### src/rtl/load_store_unit.sv
// rtl/load_store_unit.sv - memory-stage load/store unit: one read or write bus transaction per request
module load_store_unit #(
    parameter int DATA_WIDTH = 32,
    parameter int ADDR_WIDTH = 32
) (
    input  logic                  clk_i,
    input  logic                  rst_ni,
    input  logic                  lsu_start_i,
    input  logic                  lsu_store_i,
    input  logic [2:0]            lsu_funct3_i,
    input  logic [ADDR_WIDTH-1:0] lsu_addr_i,
    input  logic [DATA_WIDTH-1:0] lsu_wdata_i,
    output logic                  lsu_busy_o,
    output logic                  lsu_done_o,
    output logic                  lsu_error_o,
    output logic [DATA_WIDTH-1:0] lsu_rdata_o,
    output logic                  dr_addr_valid_o,
    input  logic                  dr_addr_ready_i,
    output logic [ADDR_WIDTH-1:0] dr_addr_o,
    input  logic                  dr_data_valid_i,
    output logic                  dr_data_ready_o,
    input  logic [DATA_WIDTH-1:0] dr_data_i,
    output logic                  dw_req_valid_o,
    input  logic                  dw_req_ready_i,
    output logic [ADDR_WIDTH-1:0] dw_addr_o,
    output logic [DATA_WIDTH-1:0] dw_data_o,
    output logic [3:0]            dw_strobe_o,
    input  logic                  dw_resp_valid_i,
    output logic                  dw_resp_ready_o
);
    typedef enum logic [2:0] {
        S_IDLE, S_RD_ADDR, S_RD_DATA, S_WR_REQ, S_WR_RESP, S_DONE
    } state_t;

    state_t                  state_q;
    logic [1:0]              addr_lo_q;
    logic [2:0]              funct3_q;
    logic                    busy_q, done_q, error_q;
    logic [DATA_WIDTH-1:0]   rdata_q;
    logic                    dr_addr_valid_q, dr_data_ready_q;
    logic [ADDR_WIDTH-1:0]   dr_addr_q, dw_addr_q;
    logic                    dw_req_valid_q, dw_resp_ready_q;
    logic [DATA_WIDTH-1:0]   dw_data_q;
    logic [3:0]              dw_strobe_q;

    logic                    req_bad;
    logic                    legal_ld, legal_st, misaligned;
    logic [DATA_WIDTH-1:0]   st_data;
    logic [3:0]              st_strobe;
    logic [7:0]              ld_byte;
    logic [15:0]             ld_half;
    logic [DATA_WIDTH-1:0]   ld_data;

    // Request legality and store lane placement, evaluated on the live inputs at the start edge.
    always_comb begin
        legal_ld   = 1'b0;
        legal_st   = 1'b0;
        misaligned = 1'b0;
        st_data    = lsu_wdata_i;
        st_strobe  = 4'b1111;
        case (lsu_funct3_i)
            3'b000: begin legal_ld = 1'b1; legal_st = 1'b1; end
            3'b001: begin legal_ld = 1'b1; legal_st = 1'b1; misaligned = lsu_addr_i[0]; end
            3'b010: begin legal_ld = 1'b1; legal_st = 1'b1; misaligned = |lsu_addr_i[1:0]; end
            3'b100: legal_ld = 1'b1;
            3'b101: begin legal_ld = 1'b1; misaligned = lsu_addr_i[0]; end
            default: ;
        endcase
        req_bad = (lsu_store_i ? !legal_st : !legal_ld) | misaligned;
        case (lsu_funct3_i[1:0])
            2'b00: begin
                st_data   = {4{lsu_wdata_i[7:0]}};
                st_strobe = 4'b0001 << lsu_addr_i[1:0];
            end
            2'b01: begin
                st_data   = {2{lsu_wdata_i[15:0]}};
                st_strobe = 4'b0011 << {lsu_addr_i[1], 1'b0};
            end
            default: ;
        endcase
    end

    always_comb begin
        ld_byte = dr_data_i[{addr_lo_q, 3'b000} +: 8];
        ld_half = dr_data_i[{addr_lo_q[1], 4'b0000} +: 16];
        case (funct3_q)
            3'b000:  ld_data = {{24{ld_byte[7]}}, ld_byte};
            3'b001:  ld_data = {{16{ld_half[15]}}, ld_half};
            3'b100:  ld_data = {24'd0, ld_byte};
            3'b101:  ld_data = {16'd0, ld_half};
            default: ld_data = dr_data_i;
        endcase
    end

    always_ff @(posedge clk_i or negedge rst_ni) begin
        if (!rst_ni) begin
            state_q         <= S_IDLE;
            addr_lo_q       <= '0;
            funct3_q        <= '0;
            busy_q          <= 1'b0;
            done_q          <= 1'b0;
            error_q         <= 1'b0;
            rdata_q         <= '0;
            dr_addr_valid_q <= 1'b0;
            dr_addr_q       <= '0;
            dr_data_ready_q <= 1'b0;
            dw_req_valid_q  <= 1'b0;
            dw_addr_q       <= '0;
            dw_data_q       <= '0;
            dw_strobe_q     <= '0;
            dw_resp_ready_q <= 1'b0;
        end else begin
            case (state_q)
                S_IDLE: if (lsu_start_i) begin
                    addr_lo_q <= lsu_addr_i[1:0];
                    funct3_q  <= lsu_funct3_i;
                    busy_q    <= 1'b1;
                    if (req_bad) begin
                        state_q <= S_DONE;
                        done_q  <= 1'b1;
                        error_q <= 1'b1;
                    end else if (lsu_store_i) begin
                        state_q        <= S_WR_REQ;
                        dw_req_valid_q <= 1'b1;
                        dw_addr_q      <= {lsu_addr_i[ADDR_WIDTH-1:2], 2'b00};
                        dw_data_q      <= st_data;
                        dw_strobe_q    <= st_strobe;
                    end else begin
                        state_q         <= S_RD_ADDR;
                        dr_addr_valid_q <= 1'b1;
                        dr_addr_q       <= {lsu_addr_i[ADDR_WIDTH-1:2], 2'b00};
                    end
                end
                S_RD_ADDR: if (dr_addr_ready_i) begin
                    state_q         <= S_RD_DATA;
                    dr_addr_valid_q <= 1'b0;
                    dr_data_ready_q <= 1'b1;
                end
                S_RD_DATA: if (dr_data_valid_i) begin
                    state_q         <= S_DONE;
                    dr_data_ready_q <= 1'b0;
                    rdata_q         <= ld_data;
                    done_q          <= 1'b1;
                end
                S_WR_REQ: if (dw_req_ready_i) begin
                    state_q         <= S_WR_RESP;
                    dw_req_valid_q  <= 1'b0;
                    dw_resp_ready_q <= 1'b1;
                end
                S_WR_RESP: if (dw_resp_valid_i) begin
                    state_q         <= S_DONE;
                    dw_resp_ready_q <= 1'b0;
                    done_q          <= 1'b1;
                end
                default: begin
                    state_q <= S_IDLE;
                    busy_q  <= 1'b0;
                    done_q  <= 1'b0;
                    error_q <= 1'b0;
                end
            endcase
        end
    end

    assign lsu_busy_o      = busy_q;
    assign lsu_done_o      = done_q;
    assign lsu_error_o     = error_q;
    assign lsu_rdata_o     = rdata_q;
    assign dr_addr_valid_o = dr_addr_valid_q;
    assign dr_addr_o       = dr_addr_q;
    assign dr_data_ready_o = dr_data_ready_q;
    assign dw_req_valid_o  = dw_req_valid_q;
    assign dw_addr_o       = dw_addr_q;
    assign dw_data_o       = dw_data_q;
    assign dw_strobe_o     = dw_strobe_q;
    assign dw_resp_ready_o = dw_resp_ready_q;
endmodule

### config.mk
export PLATFORM = sky130hd
export DESIGN_NAME = load_store_unit
export DESIGN_NICKNAME = d
export VERILOG_FILES = /design/src/rtl/load_store_unit.sv
export SDC_FILE = /design/constraint.sdc
export NUM_CORES = 1
export LEC_CHECK = 0
export ABC_AREA = 0
export CAP_MARGIN = 20
export CORE_UTILIZATION = 25
export DETAILED_ROUTE_END_ITERATION = 10
export REMOVE_ABC_BUFFERS = 1
export SYNTH_ARGS = -nofsm -noshare
export SYNTH_HDL_FRONTEND = slang
export SYNTH_SLANG_ARGS = --single-unit
### constraint.sdc
create_clock -name clk_i -period 2 [get_ports clk_i]
set_clock_uncertainty 0.2 [all_clocks]
set_input_delay 0.4 -clock clk_i [delete_from_list [all_inputs] [get_ports clk_i]]
set_output_delay 0.4 -clock clk_i [all_outputs]
set_load 0.01 [all_outputs]
==> metrics.csv <==
metric,value,unit
f_max,503,MHz
final setup TNS,0,ns
Root Buffer Master,clkbuf_16,
Fin. Hold Viols,0,
RSZ-0062 raised after global routing,yes,
drt first-iter violations,293,
FF-to-FF path depth,6,
max-slew violations,0,
Synth cell types,41,
crit path time final,1.99,ns
clock slew at reported path FFs,0.07,ns
Die Wd,164,um
CP Class,in -> reg,
switch share,33.2,%
Via-to-Cell Ratio,4.54,
outcome,"finished, final reports clean",
IO Count,246,
initial cell density of the core,25.8,%
Min Hold Slack,0.256,ns
Reg2Reg Setup Slack,0.02,ns
post-synth top area share,54.5,%
switching pwr,4.99,mW
Setup crit start,lsu_start_i,
"flops & latches, synth",143,
number of synthesized flops with an enable pin,0,
Final HPWL DP,14100,um
Pwr Total,15.0,mW
Arrival @ worst endpoint,2.09,ns
"Seq/Total Area, Yosys",54.5,%
Clock Power Share,22.2,%
RR Startpoint,state_q[2],
die height,164,um
TritonCTS clock tree,done,
Clock Path Buffers,2,
P_int,10.0,mW
core area,0.0255,sq mm
largest net degree at the start of global routing,52,
die area,0.0269,sq mm
Reg power frac,33.6,%
top area cells in the synthesized netlist,"dfrtp_1, mux2_2, mux2i_1",
Netlist Area Pre-Place,0.00656,sq mm
worst reg2reg path endpoint,dr_addr_o[3],
Main synth FF type,dfrtp_1,
via count,5532,
gp weighted congestion,0.756,
crit start category,input port,
crit path capture,dr_addr_o[3],
share of layout cells above drive strength 1,23.3,%
Post-Synthesis Cells,586,
worst min-delay path class,in -> async,
Area Growth Syn to Fin,63.2,%
Logic pwr share,44.2,%
First-pass DRT Iterations,4,
most frequent cells after synthesis,"dfrtp_1, mux2_2, nand2_1",
Synthesis Warnings,0,
remaining antenna violation count,0,
most frequent cell after synthesis,dfrtp_1,
clk sink count,143,
fraction of registers with async set/reset,100,%
final net count,982,
clock latency reported for the late side of the worst-skew pair,0.42,ns
H-tree levels,4,
post-layout util,42.0,%
drt drc,0,
cell taking the most area after synthesis,dfrtp_1,
Worst EP required,2.11,ns
Wirelength per Cell,16.5,um
Power Density,1400,mW/mm^2
final worst-path cycle share,99.4,%
number of max-cap violations,0,
VDD IR max,0.634,mV
Syn Area/Cell,11.2,sq um
setup violators final,0,
initial antenna violation count,1,
WL final,20200,um
CP endpoint kind,register,
TritonCTS Buffers,17,
first-pass GRT wire length,31300,um
Rows,58,
crit-path max FO,31,
total global-route track usage,15.2,%
antenna cells,0,
total grt overflow,0,
Buffers on Ports,241,
Leak,4.87,nW
vias in the first global route,5678,
## layout make-up
class | instances | area [sq um]
clock inverter | 14 | 169
fill | 2470 | 14800
timing repair buffer | 313 | 3280
inverter | 8 | 30.0
tap | 330 | 413
sequential | 143 | 3580
clock buffer | 18 | 439
multi-input combinational | 392 | 2790
## cells in the final DEF (no fill, tap or decap), types with 3 or more instances in the layout
| cell type | instances |
|---|---|
| nor2_1 | 27 |
| nand2_1 | 66 |
| inv_6 | 4 |
| buf_6 | 5 |
| o22ai_1 | 9 |
| buf_12 | 14 |
| dfrtp_1 | 143 |
| mux2_2 | 70 |
| mux2_4 | 16 |
| nor3_1 | 3 |
| mux2i_1 | 29 |
| buf_4 | 46 |
| a31oi_1 | 3 |
| clkdlybuf4s50_1 | 217 |
| a21oi_1 | 32 |
| dlymetal6s2s_1 | 14 |
| inv_1 | 8 |
| nor2b_1 | 3 |
| conb_1 | 4 |
| nand2b_1 | 9 |
| dlygate4sd2_1 | 8 |
| o21ai_0 | 46 |
| clkinvlp_4 | 3 |
| nand3_1 | 35 |
| nand3b_1 | 7 |
| inv_8 | 3 |
| clkbuf_16 | 21 |
## state kept, by name, indices dropped and copies added (netlist names)
signal           flops
lsu_rdata_o         32
dw_addr_o           30
addr_lo_q            2
lsu_error_o          1
lsu_busy_o           1
dw_req_valid_o       1
dw_strobe_o          4
state_q              3
dw_data_o           32
dr_addr_valid_o      1
dw_resp_ready_o      1
lsu_done_o           1
dr_addr_o           30
dr_data_ready_o      1
funct3_q             3
## critical path: stages
cell and delay (ns):
clkdlybuf4s50_1 0.50, nor4b_4 0.24, buf_4 0.18, nand2_4 0.05, nor2_4 0.09, buf_12 0.23
mux2_2 0.36
## per-stage QoR
stage	cells	setup WS [ns]	area (sq um)
2_1_floorplan	543	-0.733	6330
3_3_place_gp	1173	-0.626	9750
3_5_place_dp	1173	-0.636	9750
4_1_cts	1216	-0.00748	10600
5_1_grt	1218	-0.0626	10700
6_report	1218	0.0114	10700
## metal layers
metal | global-route usage (%) | share of wire [%] | vias up | wire [um]
li1 | - | - | 2632 | -
met5 | 0 | 0.084 | - | 17
met4 | 4.55 | 1.0 | 2 | 202
met3 | 5.71 | 9.1 | 15 | 1820
met1 | 18.8 | 43 | 2688 | 8620
met2 | 24.4 | 47 | 195 | 9490
## worst min path at each step
stage,from,endpoint,depth (start not counted)
floorplan,rst_ni,addr_lo_q[0],0
global placement,rst_ni,lsu_rdata_o[6],1
detailed placement,rst_ni,lsu_rdata_o[30],1
CTS,rst_ni,lsu_rdata_o[30],2
global route,rst_ni,lsu_rdata_o[30],2
finish,rst_ni,lsu_rdata_o[30],2
## cell families (layout without fill, tap and decap cells)
| kind of cell | Yosys count | count (layout) | share of synthesized area (%) |
|---|---|---|---|
| mux | 116 | 116 | 20.1 |
| simple gates | 165 | 165 | 11.9 |
| compound gates | 107 | 107 | 9.23 |
| other cells | 1 | 4 | 0.0572 |
| buf+inv | 54 | 353 | 4.18 |
| flops | 143 | 143 | 54.5 |
## repair_timing
action / in CTS / in global routing
resized for setup: 20 / 35
hold buffers: 1 / 0
endpoints found under the setup margin: 73 / 93
endpoints found under the hold margin: 31 / 0
gates cloned: 2 / 4
pin swaps: 3 / 2
setup buffers: 8 / 0
## power groups by stage
| stage | Combinational (mW) | Clock, mW | Sequential (mW) |
|---|---|---|---|
| floorplan | 1.97 | 0 | 5.77 |
| global placement | 6.56 | 0 | 5.06 |
| detailed placement | 6.62 | 0 | 5.08 |
| CTS | 6.68 | 3.43 | 5.06 |
| global route | 7.18 | 3.55 | 5.23 |
| finish | 6.64 | 3.33 | 5.05 |
(Power assumes the default switching activity.)
